### config.mk
export PLATFORM = sky130hd
export DESIGN_NAME = ram_rw_arbiter
export DESIGN_NICKNAME = d
export VERILOG_FILES = /design/src/rtl/ram_arb_pkg.sv /design/src/rtl/rr_arb2.sv /design/src/rtl/ram_rw_arbiter.sv
export SDC_FILE = /design/constraint.sdc
export NUM_CORES = 1
export LEC_CHECK = 0
export ABC_AREA = 1
export BUFFER_PORTS_ARGS = -buffer_cell sky130_fd_sc_hd__buf_2
export CELL_PAD_IN_SITES_DETAIL_PLACEMENT = 2
export CELL_PAD_IN_SITES_GLOBAL_PLACEMENT = 2
export CORE_UTILIZATION = 17
export DETAILED_ROUTE_END_ITERATION = 10
export HOLD_SLACK_MARGIN = 0.05
export MAX_ROUTING_LAYER = met4
export PLACE_DENSITY_LB_ADDON = 0.1
export SYNTH_ARGS = -nofsm -noshare
export SYNTH_HDL_FRONTEND = slang
export SYNTH_HIERARCHICAL = 1
export SYNTH_SLANG_ARGS = --single-unit
### constraint.sdc
create_clock -name clk -period 2.4 [get_ports clk]
set_clock_uncertainty 0.2 [all_clocks]
set_input_delay 0.24 -clock clk [delete_from_list [all_inputs] [get_ports clk]]
set_output_delay 0.24 -clock clk [all_outputs]
set_load 0.03 [all_outputs]
### src/rtl/ram_arb_pkg.sv
// Shared constants and types for the dual-port RAM read/write arbiter.
package ram_arb_pkg;

    localparam int DATA_WIDTH_DEF = 32;
    localparam int LENGTH_DEF     = 1536;
    localparam int NREQ           = 2;

    typedef logic req_id_t;

    function automatic logic in_range(input logic [31:0] addr, input int len);
        return addr < 32'(len);
    endfunction

endpackage

### src/rtl/rr_arb2.sv
// Two-way round-robin arbiter with a registered last-winner pointer.
module rr_arb2
    import ram_arb_pkg::*;
(
    input  logic       clk,
    input  logic       rst_n,
    input  logic [1:0] req,
    output logic [1:0] gnt,
    output logic       sel
);

    req_id_t last;

    always_comb begin
        sel = req[1];
        if (req == 2'b11)
            sel = ~last;
        gnt = 2'b00;
        if (|req)
            gnt[sel] = 1'b1;
    end

    // last=1 after reset so requester 0 is the next winner
    always_ff @(posedge clk or negedge rst_n) begin
        if (!rst_n)
            last <= 1'b1;
        else if (|req)
            last <= sel;
    end

endmodule

### src/rtl/ram_rw_arbiter.sv
// Arbitrates two read and two write requesters onto one simple dual-port RAM,
// with read-during-write bypass and out-of-range address reporting.
module ram_rw_arbiter
    import ram_arb_pkg::*;
#(
    parameter int DATA_WIDTH = DATA_WIDTH_DEF,
    parameter int LENGTH     = LENGTH_DEF
) (
    input  logic                           clk,
    input  logic                           rst_n,
    input  logic [NREQ-1:0]                rd_req,
    input  logic [NREQ-1:0][31:0]          rd_addr,
    output logic [NREQ-1:0]                rd_gnt,
    output logic [NREQ-1:0]                rd_valid,
    output logic                           rd_err,
    output logic [DATA_WIDTH-1:0]          rd_data,
    input  logic [NREQ-1:0]                wr_req,
    input  logic [NREQ-1:0][31:0]          wr_addr,
    input  logic [NREQ-1:0][DATA_WIDTH-1:0] wr_data,
    output logic [NREQ-1:0]                wr_gnt,
    output logic                           wr_err,
    output logic                           ram_we,
    output logic [31:0]                    ram_w_addr,
    output logic [DATA_WIDTH-1:0]          ram_wd,
    output logic [31:0]                    ram_r_addr,
    input  logic [DATA_WIDTH-1:0]          ram_rd
);

    req_id_t               rd_sel;
    req_id_t               wr_sel;
    logic [31:0]           rd_a;
    logic [31:0]           r_addr_q;
    logic                  rd_ok;
    logic                  wr_ok;
    logic                  bypass;
    logic                  bypass_q;
    logic [DATA_WIDTH-1:0] bypass_data;

    rr_arb2 u_rd_arb (
        .clk   (clk),
        .rst_n (rst_n),
        .req   (rd_req),
        .gnt   (rd_gnt),
        .sel   (rd_sel)
    );

    rr_arb2 u_wr_arb (
        .clk   (clk),
        .rst_n (rst_n),
        .req   (wr_req),
        .gnt   (wr_gnt),
        .sel   (wr_sel)
    );

    assign rd_a       = rd_addr[rd_sel];
    assign rd_ok      = in_range(rd_a, LENGTH);
    assign ram_r_addr = (|rd_gnt) ? rd_a : r_addr_q;

    assign ram_w_addr = wr_addr[wr_sel];
    assign ram_wd     = wr_data[wr_sel];
    assign wr_ok      = in_range(ram_w_addr, LENGTH);
    assign ram_we     = rst_n & (|wr_gnt) & wr_ok;
    assign wr_err     = (|wr_gnt) & ~wr_ok;

    // RAM returns old data on a same-address collision, so forward the write
    assign bypass = (|rd_gnt) & rd_ok & ram_we & (rd_a == ram_w_addr);

    always_ff @(posedge clk or negedge rst_n) begin
        if (!rst_n) begin
            rd_valid    <= '0;
            rd_err      <= 1'b0;
            bypass_q    <= 1'b0;
            bypass_data <= '0;
            r_addr_q    <= '0;
        end else begin
            rd_valid <= rd_gnt;
            rd_err   <= (|rd_gnt) & ~rd_ok;
            bypass_q <= bypass;
            if (bypass)
                bypass_data <= ram_wd;
            if (|rd_gnt)
                r_addr_q <= rd_a;
        end
    end

    assign rd_data = rd_err   ? '0 :
                     bypass_q ? bypass_data : ram_rd;

endmodule

==> reports/results.ini <==
[sta]
setup_ws_ns = -0.532
worst_pin_slew_ns = 0.739
slew_headroom_pct = 50.7
final.min_clock_period_ns = 2.93
setup_tns_ns = -30.90
finalMaxSlewViolations = 0
final_hold_viol_count = 0
period_share_pct = 122
finalSetupViolations = 110
grt_setup_unrepaired = true
timing.fmax_ghz = 0.341

[synthesis]
syn_avg_cell_area_um2 = 5.55
yosysUniqueCellTypes = 26
synth_top_area_cell = nand2_1
synth_mux_area_share_pct = 0
synthesis.nets = 1255
ys_warn_count = 6
synth_xor_area_share_pct = 0.154
mappedNetlistArea_mm2 = 0.00568
synth_fa_ha_area_share_pct = 0
synthCells = 1025
synth_top_family_by_area = simple AND/OR/NAND/NOR gates
seq_area_frac_synth_pct = 30.9
synth_top_area_share_pct = 40.3
ys_ff_latch = 70
synth_simple_gate_area_share_pct = 47.5
synth-compound-area-share_pct = 8.96
synth_area_leaders = nand2_1 40%, dfrtp_1 30%, inv_1 6.4%

[floorplan]
die_height_um = 185
die_width_um = 185
top_level_ports = 367
core_area_mm2 = 0.0327
placementRows = 66
fp.dieArea_mm2 = 0.0342
floorplan.initialDensity_pct = 17.4

[detailed_routing]
via_count = 8807
first_pass_iters = 6
wl_per_cell_um = 19.1
drc = 0
ant_nets = 0
via_per_inst = 4.32
drt-total-wl_mm = 38.9
drt_iter0_markers = 255

[critical_path]
regToRegSetupSlack_ns = -0.49
worst_r2r_path_depth = 19
worstReg2RegStart = u_wr_arb/last$_DFFE_PN1P_
path_delay_family = buffers and inverters
critPathSlowestCell = dfstp_2
path_class = reg -> out
arrival_ns = 2.49
cp-start-kind = flip-flop
worst_r2r_endpoint = bypass_data[16]$_DFFE_PN0P_
crit_chain = inv_2, nand2_4, nand2_8, buf_16, inv_16, buf_4, nand2_1, nand2_2, nand4_1, nor2_2, buf_4, nand2_4, o21ai_2, inv_1, buf_6
end_kind = primary output
crit_path_max_incr_delay_ns = 0.55
crit_required_ns = 1.96
crit_path_max_fanout = 7
path_buf_inv = 7

[min_path]
min_from = wr_data[27]
hold_path.class = in -> reg
holdPathEnd = bypass_data[27]$_DFFE_PN0P_
holdPathStages = 5

[global_routing]
grtUsageTotal_pct = 22.6
grt_pass1_wl_mm = 55.8
use_met2_pct = 42.0
use_met3_pct = 4.01
grt.busiest_layer = met2
grt-ovfl-total = 0
antenna_found_initial = 10
grt_max_degree = 49
first_global_vias = 9501
grtUsageMet1_pct = 25.4

[power]
total_power_mw = 7.06
leakage_nw = 7.07
vdd_ir_drop_max_mv = 0.371
power.density_mw_per_mm2 = 553

[clocking]
cts_buffers = 9
clk_latency_ns = 0.34
clock-sinks = 70
root_buffer = clkbuf_16
path_clk_slew_ns = 0.06
cts_max_path_buffers = 2
cts_tree = done
cts_htree_levels = 3

[run]
maxCapViolations = 0

[cells_and_area]
final_cell_mix = 417 x nand2_1, 278 x buf_2, 137 x buf_4, 135 x nand2_2, 118 x buf_6
fin_area_mm2 = 0.0128
fin_cells = 2039
drive_above_1_share_pct = 56.6
final_nets = 1812
final_common_cell = nand2_1
synthToLayoutAreaGrowth_pct = 124

[place]
place_ws_ns = -0.500
place_inst = 1909
numPortBuffers = 366
hpwl_mm = 26.4
gp_congestion = 0.742
place_area_mm2 = 0.00920

[outcome]
outcome = finished, violations left
violations = negative setup slack

-- repair_timing --
item,CTS,global route
hold endpoints to repair,71,0
gates cloned,23,2
pin swaps,43,45
endpoints found under the setup margin,114,122
gates resized for setup,441,150
setup buffers,56,31
hold buffers,4,0
-- metrics by stage --
step | hold slack, ns | util [%]
floorplan | -0.256 | -
global placement | 0.0902 | 28.1
detailed placement | 0.0916 | 28.1
CTS | 0.0538 | 36.8
global route | 0.0674 | 39.0
finish | 0.0657 | 39.0
-- per-layer routing --
metal | vias up | wire (µm)
met5 | - | 0
met4 | 0 | 479
met3 | 19 | 2120
met2 | 244 | 20600
met1 | 4312 | 15700
li1 | 4232 | -
-- power by group --
part / total, mW / leakage [nW] / internal (mW) / switching (mW)
Sequential: 1.38 / 0.901 / 1.30 / 0.0837
Combinational: 4.23 / 6.03 / 1.89 / 2.34
Clock: 1.44 / 0.142 / 0.809 / 0.630
-- layout make-up --
| type | instances | area, µm² |
|---|---|---|
| timing repair buffer | 596 | 5010 |
| tap | 442 | 553 |
| clock buffer | 9 | 225 |
| antenna | 10 | 25.0 |
| clock inverter | 7 | 72.6 |
| fill | 3904 | 19900 |
| inverter | 106 | 439 |
| timing repair inverter | 3 | 58.8 |
| sequential | 70 | 1750 |
| multi-input combinational | 796 | 4610 |
-- worst reg2reg max path: stages (launching register included) --
cell and delay [ns]:
dfstp_2 0.55, inv_2 0.06, nand2_4 0.08, nand2_8 0.11, buf_12 0.17, buf_16 0.13
nand2_1 0.08, nand2_2 0.07, nand2_1 0.12, nand2_1 0.07, nor2_1 0.16, nand2_1 0.09
nor2_2 0.14, nand2_2 0.08, nor2_4 0.14, buf_6 0.13, nand2_8 0.10, buf_16 0.19
nand2_4 0.06, nand2_2 0.04
-- cells by family after synthesis --
family	after synthesis
xor gates and xnor gates	1
DFF	70
buffers and inverters	159
and+or+nand+nor	694
AOI/OAI and AO/OA	101
-- worst max path at each step --
stage / start / to / slack, ns / cells after the start
after floorplan: u_rd_arb/last$_DFFE_PN1P_ / ram_r_addr[0] / -0.06 / 8
after CTS: u_wr_arb/last$_DFFE_PN1P_ / wr_err / -0.51 / 16
final: u_wr_arb/last$_DFFE_PN1P_ / wr_err / -0.53 / 15
after global placement: u_wr_arb/last$_DFFE_PN1P_ / bypass_data[8]$_DFFE_PN0P_ / -0.42 / 19
after detailed placement: u_wr_arb/last$_DFFE_PN1P_ / bypass_data[14]$_DFFE_PN0P_ / -0.50 / 19
after global routing: u_wr_arb/last$_DFFE_PN1P_ / wr_err / -0.65 / 15
-- registers in the layout, indices dropped and copies added, names as in the netlist --
register,count
rd_valid,2
u_wr_arb/last,1
rd_err,1
u_rd_arb/last,1
r_addr_q,32
bypass_q,1
bypass_data,32
-- Yosys cell counts, drive strengths merged --
| master | instances |
|---|---|
| dfrtp | 68 |
| o211ai | 1 |
| dfstp | 2 |
| o22ai | 1 |
| nand3 | 35 |
| and2 | 1 |
| inv | 106 |
| nand4 | 3 |
| o21ai | 64 |
| xnor2 | 1 |
| buf | 31 |
| clkbuf | 22 |
| nor2 | 38 |
| nand2 | 617 |
| a21oi | 35 |
No activity file was read; power rests on OpenSTA's default activity.
